## src/rtl/axis_uart_tx_arb.sv

```systemverilog
// axis_uart_tx_arb: two-port packet-granular AXIS arbiter feeding a UART transmitter.
// Define GJ_TX_ARB_PRIO_EN for fixed port-0 priority; round-robin otherwise.
module axis_uart_tx_arb (
    input  logic        clk,
    input  logic        rst,
    input  logic [15:0] maxBytesPerFrame,
    input  logic [15:0] minTxGap,
    input  logic        clk_en,
    input  logic        s0_tvalid,
    input  logic [7:0]  s0_tdata,
    input  logic        s0_tlast,
    output logic        s0_tready,
    input  logic        s1_tvalid,
    input  logic [7:0]  s1_tdata,
    input  logic        s1_tlast,
    output logic        s1_tready,
    output logic        tx_tvalid,
    output logic [7:0]  tx_tdata,
    input  logic        tx_tready,
    output logic [1:0]  grant,
    output logic        busy,
    output logic        overLen
);
    typedef enum logic [1:0] {IDLE, SEND, DROP, GAP} state_t;
    state_t      state_q, state_d;
    logic [1:0]  grant_q, grant_d;
    logic [15:0] cnt_q, cnt_d, gap_q, gap_d;
    logic        pri_q, pri_d;
    logic        sel, sv, sl, win1;
    logic [7:0]  sd;
    logic [15:0] cnt_inc;
    assign sel     = grant_q[1];
    assign sv      = sel ? s1_tvalid : s0_tvalid;
    assign sd      = sel ? s1_tdata : s0_tdata;
    assign sl      = sel ? s1_tlast : s0_tlast;
    assign cnt_inc = cnt_q + 16'd1;
    assign grant   = grant_q;
    assign busy    = state_q != IDLE;
`ifdef GJ_TX_ARB_PRIO_EN
    assign win1 = !s0_tvalid;
`else
    // pri_q set means port 1 is favoured on a simultaneous request
    assign win1 = s1_tvalid & (!s0_tvalid | pri_q);
`endif
    always_comb begin
        state_d   = state_q;
        grant_d   = grant_q;
        cnt_d     = cnt_q;
        gap_d     = gap_q;
        pri_d     = pri_q;
        tx_tvalid = 1'b0;
        tx_tdata  = 8'd0;
        s0_tready = 1'b0;
        s1_tready = 1'b0;
        overLen   = 1'b0;
        case (state_q)
            IDLE: if (s0_tvalid | s1_tvalid) begin
                grant_d = win1 ? 2'b10 : 2'b01;
                cnt_d   = 16'd0;
                state_d = SEND;
            end
            SEND: begin
                tx_tvalid              = sv;
                tx_tdata               = sd;
                {s1_tready, s0_tready} = grant_q & {2{tx_tready}};
                if (sv & tx_tready) begin
                    cnt_d = cnt_inc;
                    if (sl) begin
                        state_d = GAP;
                        gap_d   = minTxGap;
                        pri_d   = ~sel;
                    end else if (maxBytesPerFrame != 16'd0 && cnt_inc == maxBytesPerFrame) begin
                        overLen = 1'b1;
                        state_d = DROP;
                    end
                end
            end
            DROP: begin
                {s1_tready, s0_tready} = grant_q;
                if (sv & sl) begin
                    state_d = GAP;
                    gap_d   = minTxGap;
                    pri_d   = ~sel;
                end
            end
            GAP: if (gap_q == 16'd0) begin
                state_d = IDLE;
                grant_d = 2'b00;
            end else if (clk_en) begin
                gap_d = gap_q - 16'd1;
            end
            default: state_d = IDLE;
        endcase
    end
    always_ff @(posedge clk) begin
        if (rst) begin
            state_q <= IDLE;
            grant_q <= 2'b00;
            cnt_q   <= 16'd0;
            gap_q   <= 16'd0;
            pri_q   <= 1'b0;
        end else begin
            state_q <= state_d;
            grant_q <= grant_d;
            cnt_q   <= cnt_d;
            gap_q   <= gap_d;
            pri_q   <= pri_d;
        end
    end
endmodule
```

## config.mk

```make
export PLATFORM = sky130hd
export DESIGN_NAME = axis_uart_tx_arb
export DESIGN_NICKNAME = d
export VERILOG_FILES = /design/src/rtl/axis_uart_tx_arb.sv
export SDC_FILE = /design/constraint.sdc
export NUM_CORES = 1
export LEC_CHECK = 0
export BUFFER_PORTS_ARGS = -buffer_cell sky130_fd_sc_hd__buf_4
export CAP_MARGIN = 15
export CORE_ASPECT_RATIO = 0.7
export CORE_MARGIN = 4
export CORE_UTILIZATION = 50
export CTS_BUF_LIST = sky130_fd_sc_hd__clkbuf_2
export DETAILED_ROUTE_END_ITERATION = 7
export GPL_TIMING_DRIVEN = 0
export PLACE_DENSITY = 0.75
export SYNTH_ARGS = -nofsm -noshare
export SYNTH_HDL_FRONTEND = slang
export SYNTH_SLANG_ARGS = --single-unit
export TNS_END_PERCENT = 100
```

## constraint.sdc

```tcl
create_clock -name clk -period 3.2 [get_ports clk]
set_clock_uncertainty 0.1 [all_clocks]
set_input_delay 0.48 -clock clk [delete_from_list [all_inputs] [get_ports clk]]
set_output_delay 0.48 -clock clk [all_outputs]
set_load 0.02 [all_outputs]
```

==> impl_metrics.json <==
{
  "yosysWarnings": 0,
  "synth_nets": 445,
  "slew_violations": 0,
  "grt_pass1_wl_um": 13700,
  "hold_viol_final": 0,
  "ioPinCount": 71,
  "rsz0062_at_grt": "yes",
  "worstPathCellList": "ha_4 > and3_1 > buf_6 > nand3_4 > xnor2_4 > a2111oi_4 > nand3_1 > nor3_2 > and3_4 > buf_6",
  "worst_slack_ns": 0.0634,
  "antenna_found_initial": 0,
  "ys_types": 70,
  "dieArea_mm2": 0.00715,
  "end_kind": "primary output",
  "die_h_um": 72.0,
  "p_clk_share_pct": 12.4,
  "cpPeakStageDelay_ns": 0.40,
  "fin_cells": 542,
  "die-width_um": 99.4,
  "ys_ff_latch": 37,
  "synth_area_per_cell_um2": 7.65,
  "power_switching_w": 0.00117,
  "crit_fanout": 5,
  "design_area_mm2": 0.00375,
  "vias": 3244,
  "fmax_ghz": 0.319,
  "worstSetupPathType": "reg -> out",
  "grt_max_degree": 12,
  "p_seq_share_pct": 28.2,
  "cts_root_buf": "clkbuf_2",
  "path_clk_slew_ns": 0.20,
  "firstDrtPassIters": 5,
  "place_ws_ns": 0.169,
  "critPathMostFrequentCell": "buf_6",
  "synth_ff_type": "dfxtp_1",
  "gp_congestion": 0.941,
  "ys_top_cells_by_area": "dfxtp_1 (25%), nor2_1 (5.4%), nand2_1 (5.0%)",
  "hp-class": "in -> reg",
  "ant_nets": 0,
  "avgRoutedWirePerCell_um": 16.1,
  "antenna_cells": 0,
  "worstMarginPinSlew_ns": 0.604,
  "setup_viol": 0,
  "drt-total-wl_um": 8730,
  "combinationalPowerShare_pct": 59.4,
  "finalCritPeriodShare_pct": 98.0,
  "power.internal_w": 0.00127,
  "finalCriticalPeriod_ns": 3.14,
  "power.total_w": 0.00244,
  "synth_edf_count": 0,
  "worstPathRequired_ns": 2.62,
  "synth_cells": 382,
  "cts_buffers": 5,
  "clock_latency_ns": 0.42,
  "place_area_mm2": 0.00354,
  "clock_path_buffers": 2,
  "start_kind": "flop",
  "irDropWorstVdd_mv": 0.388,
  "cap_violations": 0,
  "overflow": 0,
  "yosys.area.top_type_share_pct": 25.3,
  "leakage_nw": 1.45,
  "start_util_pct": 53.7,
  "drive_gt1_share_pct": 27.4,
  "cts_tree": "done",
  "grt_pass1_vias": 2912,
  "netlist_top_cells_count": "nor2_1 (42), nand2_1 (39), dfxtp_1 (37)",
  "synthToLayoutAreaGrowth_pct": 28.4,
  "nFillCells": 459,
  "synth-async-reset-ratio_pct": 0,
  "route.detailed.drc": 0,
  "yosysMostFrequentCell": "nor2_1",
  "fp.coreArea_mm2": 0.00545,
  "outcome": "completed",
  "placed_cells": 524,
  "htree_levels": 2,
  "io_buffers": 70,
  "drt_iter0_markers": 278,
  "vias_per_cell": 5.99,
  "rows": 22,
  "grt_util_all_layers_pct": 23.3,
  "cts_num_sinks": 37,
  "netSwitchingFraction_pct": 47.9,
  "fin_nets": 532,
  "dp_hpwl_um": 6540,
  "yosys.area.top_type": "dfxtp_1",
  "p_per_area_mw_per_mm2": 650,
  "synth_area_mm2": 0.00292,
  "slew_headroom_pct": 58.6,
  "arrival_ns": 2.56,
  "setup_tns_ns": 0,
  "crit_slowest_cell": "dfxtp_2",
  "yosysSeqAreaShare_pct": 25.3
}
[critical path: cells and delay by family (launching register included)]
family	cells	cell delay [ns]
simple gates	5	0.88
flops	1	0.40
compound gates	1	0.35
buf+inv	2	0.25
xor+xnor	1	0.16
fa+ha+maj	1	0.15
[cell type report]
cell class	count	area [um^2]	share of cell area, %
Clock inverter	2	33.8	0.900
Sequential cell	37	751	20.0
Timing Repair Buffer	80	604	16.1
Tap cell	72	90.1	2.40
Buffer	24	128	3.40
Multi-Input combinational cell	313	2090	55.6
Clock buffer	6	30.0	0.800
Inverter	8	30.0	0.800
[cells in the final DEF, fill, tap and decap left out, types with 6 or more instances in the layout]
cell type and n:
nand2b_1 8, dfxtp_1 31, mux2i_1 13, nor2_1 42
o22ai_1 6, inv_1 8, xnor2_1 12, nand2_1 39
ha_1 6, clkbuf_2 6, a21oi_1 25, nand3_1 11
nor2b_1 11, nor4_1 8, nor3_1 8, o21ai_0 21
a22oi_1 6, a211oi_1 11, clkbuf_1 15, buf_4 80
xor2_1 9
[per-layer routing]
layer / track usage, % / vias to the layer above / share of wire (%)
li1: - / 1568 / -
met1: 33.4 / 1485 / 48
met2: 35.7 / 166 / 42
met3: 4.32 / 25 / 7.7
met4: 6.52 / 0 / 2.0
met5: 0 / - / 0
[kinds of logic (layout without fill, tap and decap cells)]
| logic type | count (synthesis) | in the layout | synth area share [%] |
|---|---|---|---|
| mux | 14 | 14 | 4.84 |
| xor+xnor | 22 | 22 | 6.59 |
| fa+ha+maj | 7 | 7 | 3.00 |
| buf+inv | 32 | 120 | 5.39 |
| simple gates | 165 | 165 | 29.9 |
| flops | 37 | 37 | 25.3 |
| compound gates | 105 | 105 | 25.0 |
[power groups by stage]
stage,combinational (W),clock (W),sequential (W)
3_3_place_gp,0.00137,0,0.000689
5_1_grt,0.00160,0.000320,0.000705
4_1_cts,0.00142,0.000305,0.000684
2_1_floorplan,0.00100,0,0.000668
6_report,0.00145,0.000303,0.000689
3_5_place_dp,0.00140,0,0.000696
[sequential cells by signal, indices dropped and copies added (netlist names)]
signal   cells
cnt_q       16
gap_q       16
grant        2
state_q      2
pri_q        1
[metrics by stage]
step / hold slack, ns / util (%)
after floorplan: 0.386 / -
after global placement: 0.399 / 64.9
after detailed placement: 0.398 / 64.9
after CTS: 0.268 / 66.7
after global routing: 0.256 / 68.9
final: 0.272 / 68.9
[final timing paths]
| kind | end | depth (start not counted) | start | slack (ns) |
|---|---|---|---|---|
| worst max-delay path | overLen | 10 | cnt_q[1]$_SDFFE_PP0P_ | 0.06 |
| worst min-delay path | state_q[1]$_SDFFE_PP0P_ | 3 | rst | 0.27 |
| worst max register to register | state_q[0]$_SDFFE_PP0P_ | 10 | gap_q[0]$_SDFFE_PP0P_ | 0.37 |
| worst min register to register | pri_q$_SDFFE_PP0P_ | 2 | pri_q$_SDFFE_PP0P_ | 0.45 |
[timing repair]
item	4_1_cts	5_1_grt
pin swaps	3	6
setup endpoints to repair	1	1
resized for setup	4	12
hold buffers	0	0
setup buffers	3	7
Note: power is estimated with default switching activity, not from simulation.
